===== src/rtl/sram_port_ctrl.sv =====
// -----------------------------------------------------------------------------
// sram_port_ctrl
//   Single-port SRAM front end. After reset the controller optionally
//   zero-fills the whole array, then serves a valid/ready request stream.
//   Writes go straight to the SRAM. Reads return data through a 2-entry
//   response FIFO, in request order. SRAM read data (sram_q) is sampled only
//   in the cycle after a read enable, because it is garbage at any other time.
//
// Parameters
//   BITS     SRAM data width
//   DEPTH    SRAM word count
//   AW       address width
//   INIT_EN  1 = zero-fill the SRAM after reset, 0 = go straight to RUN
//
// Ports
//   CLK, RSTB                  clock (rising edge), async active-low reset
//   req_valid/req_ready        request handshake; "fire" = both high at the edge
//   req_write                  1 = write, 0 = read
//   req_addr, req_wdata        request address and write data
//   resp_valid/resp_ready      read-response handshake
//   resp_rdata                 read data (head of the response FIFO)
//   sram_ceb, sram_web         SRAM chip enable and write enable, active-low
//   sram_a, sram_d, sram_q     SRAM address, write data and read data
//   init_done                  high once the controller is in RUN
// -----------------------------------------------------------------------------
module sram_port_ctrl #(
  parameter int BITS    = 32,
  parameter int DEPTH   = 128,
  parameter int AW      = 7,
  parameter int INIT_EN = 1
) (
  input  logic            CLK,
  input  logic            RSTB,
  input  logic            req_valid,
  output logic            req_ready,
  input  logic            req_write,
  input  logic [AW-1:0]   req_addr,
  input  logic [BITS-1:0] req_wdata,
  output logic            resp_valid,
  input  logic            resp_ready,
  output logic [BITS-1:0] resp_rdata,
  output logic            sram_ceb,
  output logic            sram_web,
  output logic [AW-1:0]   sram_a,
  output logic [BITS-1:0] sram_d,
  input  logic [BITS-1:0] sram_q,
  output logic            init_done
);

  localparam logic [1:0] ST_IDLE = 2'd0;
  localparam logic [1:0] ST_INIT = 2'd1;
  localparam logic [1:0] ST_RUN  = 2'd2;

  localparam logic [AW-1:0] LAST_ADDR = AW'(DEPTH - 1);

  logic [1:0]      r_state;
  logic [AW-1:0]   r_init_cnt;
  logic            r_inflight;   // sram_q carries read data this cycle
  logic [BITS-1:0] r_fifo [0:1];
  logic            r_wptr;
  logic            r_rptr;
  logic [1:0]      r_count;

  logic            w_run;
  logic            w_push;
  logic            w_pop;
  logic [1:0]      w_used;
  logic            w_fire;
  logic            w_read_fire;

  assign w_run  = (r_state == ST_RUN);
  assign w_push = r_inflight;
  assign w_pop  = resp_valid && resp_ready;

  // Slots claimed by buffered and in-flight reads. A pop in this same cycle
  // frees its slot before the new read's data can arrive, so it is credited
  // back here; that is what keeps back-to-back reads flowing at full rate.
  // When resp_ready is low this reduces to fifo_count + inflight < 2.
  assign w_used = r_count + {1'b0, r_inflight} - {1'b0, w_pop};

  assign req_ready   = w_run && (req_write || (w_used < 2'd2));
  assign w_fire      = req_valid && req_ready;
  assign w_read_fire = w_fire && !req_write;

  assign resp_valid = (r_count != 2'd0);
  assign resp_rdata = r_fifo[r_rptr];
  assign init_done  = w_run;

  // SRAM pins: zero-fill pattern in INIT, pass-through of the request in RUN.
  // NOTE: every output gets a default first so no path through the case can
  // leave a value held, which would infer a latch.
  always_comb begin
    sram_ceb = 1'b1;
    sram_web = 1'b1;
    sram_a   = '0;
    sram_d   = '0;
    case (r_state)
      ST_INIT: begin
        sram_ceb = 1'b0;
        sram_web = 1'b0;
        sram_a   = r_init_cnt;
      end
      ST_RUN: begin
        sram_ceb = !w_fire;
        sram_web = !req_write;
        sram_a   = req_addr;
        sram_d   = req_wdata;
      end
      default: ;
    endcase
  end

  // Control state, init counter, read tracking and FIFO bookkeeping.
  // NOTE: state registers use non-blocking assignments so every block sees
  // the pre-edge values regardless of evaluation order.
  always_ff @(posedge CLK or negedge RSTB) begin
    if (!RSTB) begin
      r_state    <= ST_IDLE;
      r_init_cnt <= '0;
      r_inflight <= 1'b0;
      r_wptr     <= 1'b0;
      r_rptr     <= 1'b0;
      r_count    <= 2'd0;
    end else begin
      case (r_state)
        ST_IDLE: begin
          r_init_cnt <= '0;
          r_state    <= (INIT_EN != 0) ? ST_INIT : ST_RUN;
        end
        ST_INIT: begin
          r_init_cnt <= r_init_cnt + 1'b1;
          if (r_init_cnt == LAST_ADDR) r_state <= ST_RUN;
        end
        default: ;
      endcase

      r_inflight <= w_read_fire;
      if (w_push) r_wptr <= ~r_wptr;
      if (w_pop)  r_rptr <= ~r_rptr;
      r_count <= r_count + {1'b0, w_push} - {1'b0, w_pop};
    end
  end

  // NOTE: FIFO storage is not reset; r_count gates visibility, so stale
  // contents can never reach resp_valid and the reset fan-out is avoided.
  always_ff @(posedge CLK) begin
    if (w_push) r_fifo[r_wptr] <= sram_q;
  end

endmodule


===== config.mk =====
export PLATFORM = sky130hd
export DESIGN_NAME = sram_port_ctrl
export DESIGN_NICKNAME = d
export VERILOG_FILES = /design/src/rtl/sram_port_ctrl.sv
export SDC_FILE = /design/constraint.sdc
export NUM_CORES = 1
export LEC_CHECK = 0
export ABC_CLOCK_PERIOD_IN_PS = 2700
export BUFFER_PORTS_ARGS = -buffer_cell sky130_fd_sc_hd__clkbuf_2
export CORE_MARGIN = 8
export CORE_UTILIZATION = 47
export CTS_BUF_LIST = sky130_fd_sc_hd__clkbuf_8 sky130_fd_sc_hd__clkbuf_16
export CTS_CLUSTER_DIAMETER = 50
export DETAILED_ROUTE_END_ITERATION = 16
export PLACE_DENSITY = 0.77
export SLEW_MARGIN = 20
export SYNTH_ARGS = -nofsm -noshare
export SYNTH_HDL_FRONTEND = slang
export SYNTH_SLANG_ARGS = --single-unit
export TNS_END_PERCENT = 100

===== constraint.sdc =====
create_clock -name CLK -period 2.7 [get_ports CLK]
set_input_delay 0.54 -clock CLK [delete_from_list [all_inputs] [get_ports CLK]]
set_output_delay 0.54 -clock CLK [all_outputs]
set_load 0.005 [all_outputs]

---- Word level (Yosys, flattened, before mapping) ----
Memories as Yosys holds them, arrays and structs flattened.
Index checks and enable logic that the tools add are counted.
cells by class
  reduce and logical (&&, ||, !) cells .... 11
  order comparisons ....................... 1
  add/sub/neg operators ................... 3
  eq/ne operators ......................... 4
  muxes and demuxes ....................... 9
  bitwise gates (word level) .............. 2
operators by type and width
  kind                                                  count
  2-to-1 mux 32 bit                                     1
  one-hot mux 7 bit (2 select lines)                    2
  adder 7 x 1 -> 7 bit (second input constant)          1
  equality test 7 bit (second input constant)           1
  logical AND 1 bit                                     4
  one-hot mux 1 bit (2 select lines)                    2
  one-hot mux 2 bit (2 select lines)                    1
  nonzero test 2 bit                                    2
  adder 2 x 1 -> 2 bit                                  1
  equality test 2 x 1 -> 1 bit (second input constant)  1
  equality test 2 bit (second input constant)           1
  zero test 1 bit                                       2
  zero test 2 bit                                       1
  < comparator 2 bit (second input constant)            1
  2-to-1 mux 1 bit                                      2
  2-to-1 mux 2 bit                                      1
  inequality test 2 bit (second input constant)         1
  NOT 1 bit                                             2
  AND reduction 2 bit                                   1
  subtractor 2 x 1 -> 2 bit                             1
  logical OR 1 bit                                      1
word-level totals
  register bits after elaboration ......... 14
  RAM bits ................................ 64
  word-level logic and storage cells ...... 37
  memories kept ........................... 1
  input bits .............................. 76
  output and inout port bits .............. 76
memories
  name    depth  bits a word  read ports  clocked after Yosys merged registers in  wr ports  line  source
  r_fifo  2      32           1           0                                        1         59    logic [BITS-1:0] r_fifo [0:1];

---- Logic depth before layout (Yosys ltp) ----
Gate-level depths: netlist of run 1.
  depth after elaboration ................. 9
  gate-level depth with buffers ........... 8

---- Least setup slack after synthesis of run 1 ----
Ideal clock, no wire load.
  kind .................................... register to output
  start point ............................. reg r_count[0]
  end point ............................... out sram_ceb
  cell stages (with the launch flop) ...... 9
  data required time ...................... 2.160 ns
  data arrival time ....................... 1.757 ns
  path buffers ............................ 0
  setup slack ............................. 0.403 ns
  cells stage by stage .................... dfrtp_1 or2_2 and2_1 ha_1 inv_1 ha_1 xor3_2 nand2b_1 a31oi_1
between the ends
  cells in the longest elaborated chain, start to end .. 9
  elaborated cells on any way between the ends .. 10
  those cells by class .................... add/sub: 2; order compare: 1; mux: 1; reduce/logical: 6
RTL lines
  element                             line  source
  start, declared                     62    logic [1:0] r_count;
  start signal, assigned              140   r_count <= r_count + {1'b0, w_push} - {1'b0, w_pop};
  nonzero test 2 bit                  85    assign resp_valid = (r_count != 2'd0);
  named net resp_valid                39    output logic resp_valid,
  logical AND 1 bit                   73    assign w_pop = resp_valid && resp_ready;
  named net w_pop                     66    logic w_pop;
  subtractor 2 x 1 -> 2 bit           79    assign w_used = r_count + {1'b0, r_inflight} - {1'b0, w_pop};
  named net w_used[1]                 67    logic [1:0] w_used;
  < comparator 2 bit                  81    assign req_ready = w_run && (req_write || (w_used < 2'd2));
  logical OR 1 bit                    81
  logical AND 1 bit                   81
  logical AND 1 bit                   82    assign w_fire = req_valid && req_ready;
  zero test 1 bit                     104   sram_ceb = !w_fire;
  one-hot mux 1 bit (2 select lines)  97    case (r_state)
  end, declared                       42    output logic sram_ceb,
The timed path passes the listed nets, and every way through them passes these cells.

---- Worst setup path in the final report of run 1 ----
  start point ............................. reg r_count[0]
  end point ............................... out sram_ceb
between the ends
  cells in the longest elaborated chain, start to end .. 9
  elaborated cells on any way between the ends .. 10
  those cells by class .................... add/sub: 2; order compare: 1; mux: 1; reduce/logical: 6
RTL lines
  element                             line
  nonzero test 2 bit                  85
  logical AND 1 bit                   73
  named net w_pop                     66
  subtractor 2 x 1 -> 2 bit           79
  named net w_used[1]                 67
  < comparator 2 bit                  81
  logical OR 1 bit                    81
  logical AND 1 bit                   81
  logical AND 1 bit                   82
  zero test 1 bit                     104
  one-hot mux 1 bit (2 select lines)  97
The timed path passes the listed nets, and every way through them passes these cells.

==> qor.txt, run 1 <==
Setup Viol. Count Final: 0
worst skew pair latency: 0.33 ns
All-Layer GR Usage: 0.150
synth top area cells: edfxtp_1 (58%), mux2_2 (11%), dfrtp_1 (10%)
Setup crit start: r_count[0]
r2r startpoint: r_count[0]
DPL Wire Length: 5720 um
fmax: 379 MHz
Yosys top cell by area: edfxtp_1
Max FO, Critical Path: 2
GRT overflow: 0
number of flops mapped to enable cells by yosys: 64
row count: 30
Unique masters post-synth: 31
top-count cell post-synth: edfxtp_1
initial DRC count: 56
Vias/cell: 4.74
Die Y: 100 um
Hold Buf Count CTS: 0
min Tclk post-route: 2.64 ns
ys async rst share: 0.179
initial core utilization: 0.489
PD cells: 660 nW/um2
layout cell share with drive strength beyond 1: 0.567
P_leak: 2.00 nW
Ports: 152
Arr. time, crit path: 2.10 ns
via count: 2286
Peak VDD IR: 0.324 mV
Synth Flop Type: edfxtp_1
register-to-register setup slack: 0.75 ns
Die ar.: 10100 um2
final wirelength: 7640 um
Worst EP required: 2.16 ns
Sink Count: 78
RSZ-0062 raised after global routing: true
H-tree levels: 3
drt first pass iters: 4
via count of the first global-routing pass: 2549
total of max-cap violations: 0
Core Box Area: 6830 um2
Flop pwr share: 0.448
Antenna Violating Nets Remaining: 0
Net Sw Power: 0.000716 W
ANT cells: 0
worst min-delay path class: input port to asynchronous set/reset pin
Area Overhead vs Synth: 35.6%
Max Slew Vio Count: 0
largest net degree at the start of global routing: 32
Int Pwr: 0.00228 W
Post-Syn Nets: 299
global-route wire length before repair: 11900 um
kind of critical path: flip-flop to output port
Bufs on Longest Clock Path: 2
CTS clock-pin slew for the worst setup and hold paths: 0.08 ns
area of the mapped netlist: 3340 um2
Worst-Margin Slew: 0.480 ns
Setup crit end kind: output port
combinational power share: 0.241
sequential share of the synthesized area: 0.680
CTS tree: yes
yosys warns: 0
top cell type's share of synthesized area: 0.575
status: complete, no violations
Setup crit start kind: flip-flop
Layout Utilization: 0.663
Placer Congestion: 0.843
CTS Buf Count: 9
Setup Skew: 0.00828 ns
Die W: 100 um
list of most frequent post-synthesis cells: edfxtp_1 (64), and2_1 (35), mux2_2 (32)
I/O Buffers: 151
r2r endpoint: r_inflight
DP Cell Count: 460
relative slew slack: 0.680
Synth Instances: 217
synthesized flop and latch total: 78
CTS Root Cell: clkbuf_8
Worst Reg-to-Reg Cells: 9
Total Power: 0.00299 W
routed len/inst: 15.9 um
Hold Slack: 0.108 ns
Setup crit end: sram_ceb
syn_area_per_cell: 15.4 um2
clock network power share: 0.311
final instance count without filler cells: 482
Sw Ratio: 0.239
Final Hold Fails: 0
initial antenna violation count: 0
nets@finish: 463
final worst-path cycle share: 0.978
DR DRC count: 0
metal layers:
metal  vias to the layer above  track usage  wire length [um]
met5                         -            0                 0
li1                       1108            -                 -
met1                      1076        0.166              3140
met3                         4       0.0574               669
met2                        98        0.255              3770
met4                         0       0.0558                54
power groups by stage:
stage / Combinational, W / Clock [W] / Sequential, W
6_report: 0.000721 / 0.000929 / 0.00134
5_1_grt: 0.000781 / 0.000997 / 0.00135
4_1_cts: 0.000692 / 0.000952 / 0.00134
3_5_place_dp: 0.000615 / 0 / 0.00137
3_3_place_gp: 0.000608 / 0 / 0.00136
2_1_floorplan: 0.000381 / 0 / 0.00136
worst max-delay path: stages, from the launching register on:
cell      delay [ns]
dfrtp_1         0.38
or2_4           0.25
and2_4          0.15
ha_4            0.25
inv_2           0.04
ha_4            0.14
xor3_2          0.20
nand2b_1        0.07
a31oi_1         0.16
buf_2           0.14
kinds of logic after synthesis:
family,share of synthesized area
buffers and inverters,0.0183
AO/OA/AOI/OAI,0.0352
adder cells (fa/ha/maj),0.0225
XOR/XNOR,0.0180
multiplexers,0.114
flip-flops,0.680
AND/OR/NAND/NOR,0.112
per-stage QoR:
stage / instance area (um2) / setup slack [ns] / setup TNS (ns)
4_1_cts: 4510 / -0.111 / -0.192
2_1_floorplan: 3340 / 0.403 / 0
6_report: 4530 / 0.0591 / 0
3_3_place_gp: 4240 / 0.276 / 0
5_1_grt: 4530 / -0.0618 / -0.0619
3_5_place_dp: 4240 / 0.240 / 0
state kept, by name, indices dropped and copies added, names as in the netlist:
signal and count:
r_fifo 64, r_init_cnt 7, r_count 2, r_state 2, r_inflight 1, r_rptr 1, r_wptr 1
timing repair:
| action | CTS | global route |
|---|---|---|
| setup buffers | 3 | 3 |
| pin swaps | 5 | 3 |
| endpoints found under the setup margin | 2 | 2 |
| gates resized for setup | 6 | 1 |
worst min path at each step:
| stage | end | slack (ns) | cells past startpoint |
|---|---|---|---|
| after global placement | r_init_cnt[6] | 0.46 | 1 |
| after detailed placement | r_init_cnt[6] | 0.47 | 1 |
| after floorplan | r_count[0] | 0.24 | 0 |
| final | r_state[0] | 0.11 | 1 |
| after CTS | r_state[0] | 0.11 | 1 |
| after global routing | r_state[0] | 0.12 | 1 |
layout make-up:
| cell class | instances | area (um2) |
|---|---|---|
| Multi-Input combinational cell | 125 | 1050 |
| Fill cell | 538 | 2300 |
| Inverter | 4 | 15.0 |
| Sequential cell | 78 | 2270 |
| Clock inverter | 7 | 96.3 |
| Tap cell | 96 | 120 |
| Clock buffer | 9 | 124 |
| Timing Repair Buffer | 163 | 858 |
cell usage in the layout, fill, tap and decap left out, types with 3 or more instances in the layout:
cell / n
ha_1: 4
nand2b_1: 5
o21ai_0: 3
xor2_1: 3
edfxtp_1: 64
clkbuf_8: 9
clkbuf_2: 150
nand2_1: 8
inv_1: 3
mux2_2: 32
a22oi_1: 7
dfrtp_1: 14
nor2b_1: 7
and2_1: 34
buf_4: 11
No activity file was read; power rests on OpenSTA's default activity.
==> inputs of run 2 (changes only) <==
==> constraint.sdc (replaced) <==
create_clock -name CLK -period 2.7 [get_ports CLK]
set_input_delay 0.675 -clock CLK [delete_from_list [all_inputs] [get_ports CLK]]
set_output_delay 0.675 -clock CLK [all_outputs]
set_load 0.005 [all_outputs]
==> run 2 against run 1 <==
The run now ends with negative setup slack left; largest cell class unchanged; clock skew up 0.0037 ns; non-clock buffer count down 2; global-route usage down 0.081 points; clock-buffer cell count unchanged.
==> qor.txt, run 2 (synthesis gave the netlist of run 1 again) <==
status: finished with violations
failing checks: negative setup slack
Area Overhead vs Synth: 34.7%
Hold Slack: 0.225 ns
Placement Setup Slack: 0.0278 ns
worst skew pair latency: 0.34 ns
worst setup margin: -0.0995 ns
Max FO, Critical Path: 2
Largest regs: r_fifo x64, r_init_cnt x7
total of max-cap violations: 0
Bufs on Longest Clock Path: 2
Sw Ratio: 0.242
Setup crit start kind: flip-flop
Ports: 152
max FFs per register: 64
routed len/inst: 15.6 um
ANT cells: 0
Setup crit end kind: output port
Die W: 100 um
Worst EP required: 2.03 ns
H-tree levels: 3
Die Y: 100 um
Int Pwr: 0.00226 W
Placer Congestion: 0.822
Setup TNS: -0.176 ns
combinational power share: 0.235
fmax: 357 MHz
GRT overflow: 0
Top reg by flops: r_fifo
Core Box Area: 6830 um2
drt first pass iters: 4
initial core utilization: 0.489
final worst-path cycle share: 1.04
commonest non-fill, non-tap cell in the layout: clkbuf_2
Peak VDD IR: 0.277 mV
Flop pwr share: 0.449
All-Layer GR Usage: 0.149
layout cell share with drive strength beyond 1: 0.565
P_leak: 1.98 nW
I/O Buffers: 151
DPL Wire Length: 5640 um
Max Slew Vio Count: 0
DR DRC count: 0
Arr. time, crit path: 2.12 ns
Antenna Violating Nets Remaining: 0
row count: 30
via count of the first global-routing pass: 2473
Net Sw Power: 0.000722 W
CTS Root Cell: clkbuf_8
CTS Buf Count: 9
CTS tree: yes
PD cells: 663 nW/um2
relative slew slack: 0.733
Sink Count: 78
initial DRC count: 50
Final Hold Fails: 0
most frequent cells in the layout: clkbuf_2 (149), edfxtp_1 (64), and2_1 (34), mux2_2 (32), dfrtp_1 (14)
initial antenna violation count: 0
Vias/cell: 4.72
Worst-Margin Slew: 0.400 ns
nets@finish: 461
Setup Viol. Count Final: 2
RSZ-0062 raised after global routing: true
Setup Skew: 0.0120 ns
via count: 2266
FILL cells: 541
final wirelength: 7490 um
worst min-delay path class: input port to asynchronous set/reset pin
largest net degree at the start of global routing: 46
Layout Utilization: 0.659
clock network power share: 0.316
Die ar.: 10100 um2
global-route wire length before repair: 11700 um
min Tclk post-route: 2.80 ns
CTS clock-pin slew for the worst setup and hold paths: 0.08 ns
Total Power: 0.00298 W
kind of critical path: flip-flop to output port
==> run 2: cell count changes in the layout (fill, tap and decap cells not counted), sizes merged <==
cell,change
clkinvlp,+1
inv,+1
clkinv,-2
clkbuf,-1
buf,-1
==> run 2: area by class of cell <==
type	instances	area (um2)	area share
Multi-Input combinational cell	125	1050	0.232
Clock buffer	9	124	0.0275
Timing Repair Buffer	161	831	0.184
Sequential cell	78	2270	0.505
Tap cell	96	120	0.0267
Clock inverter	7	95.1	0.0211
Inverter	4	15.0	0.00333
==> run 2: layer usage <==
metal | global-route usage | routed length (um)
met1 | 0.163 | 3040
met2 | 0.247 | 3620
met3 | 0.0727 | 732
met4 | 0.0523 | 91
met5 | 0 | 0
==> run 2: final timing paths <==
path                       cells after the start  startpoint  slack, ns       endpoint
max                                            9  r_count[0]       -0.1       sram_ceb
min                                            1        RSTB       0.23  r_init_cnt[2]
max reg2reg                                    9  r_count[0]       0.72     r_inflight
min reg2reg                                    1      r_rptr       0.52         r_rptr
max in group asynchronous                      1        RSTB       2.20         r_rptr
min in group CLK                               1  sram_q[21]       0.52  r_fifo[0][21]
==> run 2: power by group through the flow <==
stage,logic (W),clock network [W],registers [W]
finish,0.000702,0.000942,0.00134
global route,0.000766,0.00101,0.00134
CTS,0.000676,0.000961,0.00134
detailed placement,0.000618,0,0.00137
global placement,0.000609,0,0.00136
floorplan,0.000381,0,0.00136
==> run 2: worst max-delay path: stages, from the launching register on <==
cell and delay [ns]:
dfrtp_1 0.38, or2_4 0.25, and2_4 0.15, ha_4 0.25, inv_2 0.04, ha_4 0.14, xor3_2 0.20, nand2b_1 0.07
a31oi_1 0.16, buf_2 0.14
==> run 2: repair_timing <==
item | CTS | global route
hold buffers | 0 | 0
pin swaps | 4 | 3
gates resized for setup | 6 | 2
setup endpoints to repair | 2 | 2
setup buffers | 2 | 3
cloned | 0 | 0
==> run 2: stage by stage <==
stage / area, um2 / instances
after detailed placement: 4220 / 459
after global placement: 4220 / 459
after CTS: 4480 / 477
final: 4500 / 480
after floorplan: 3340 / 217
after global routing: 4500 / 480
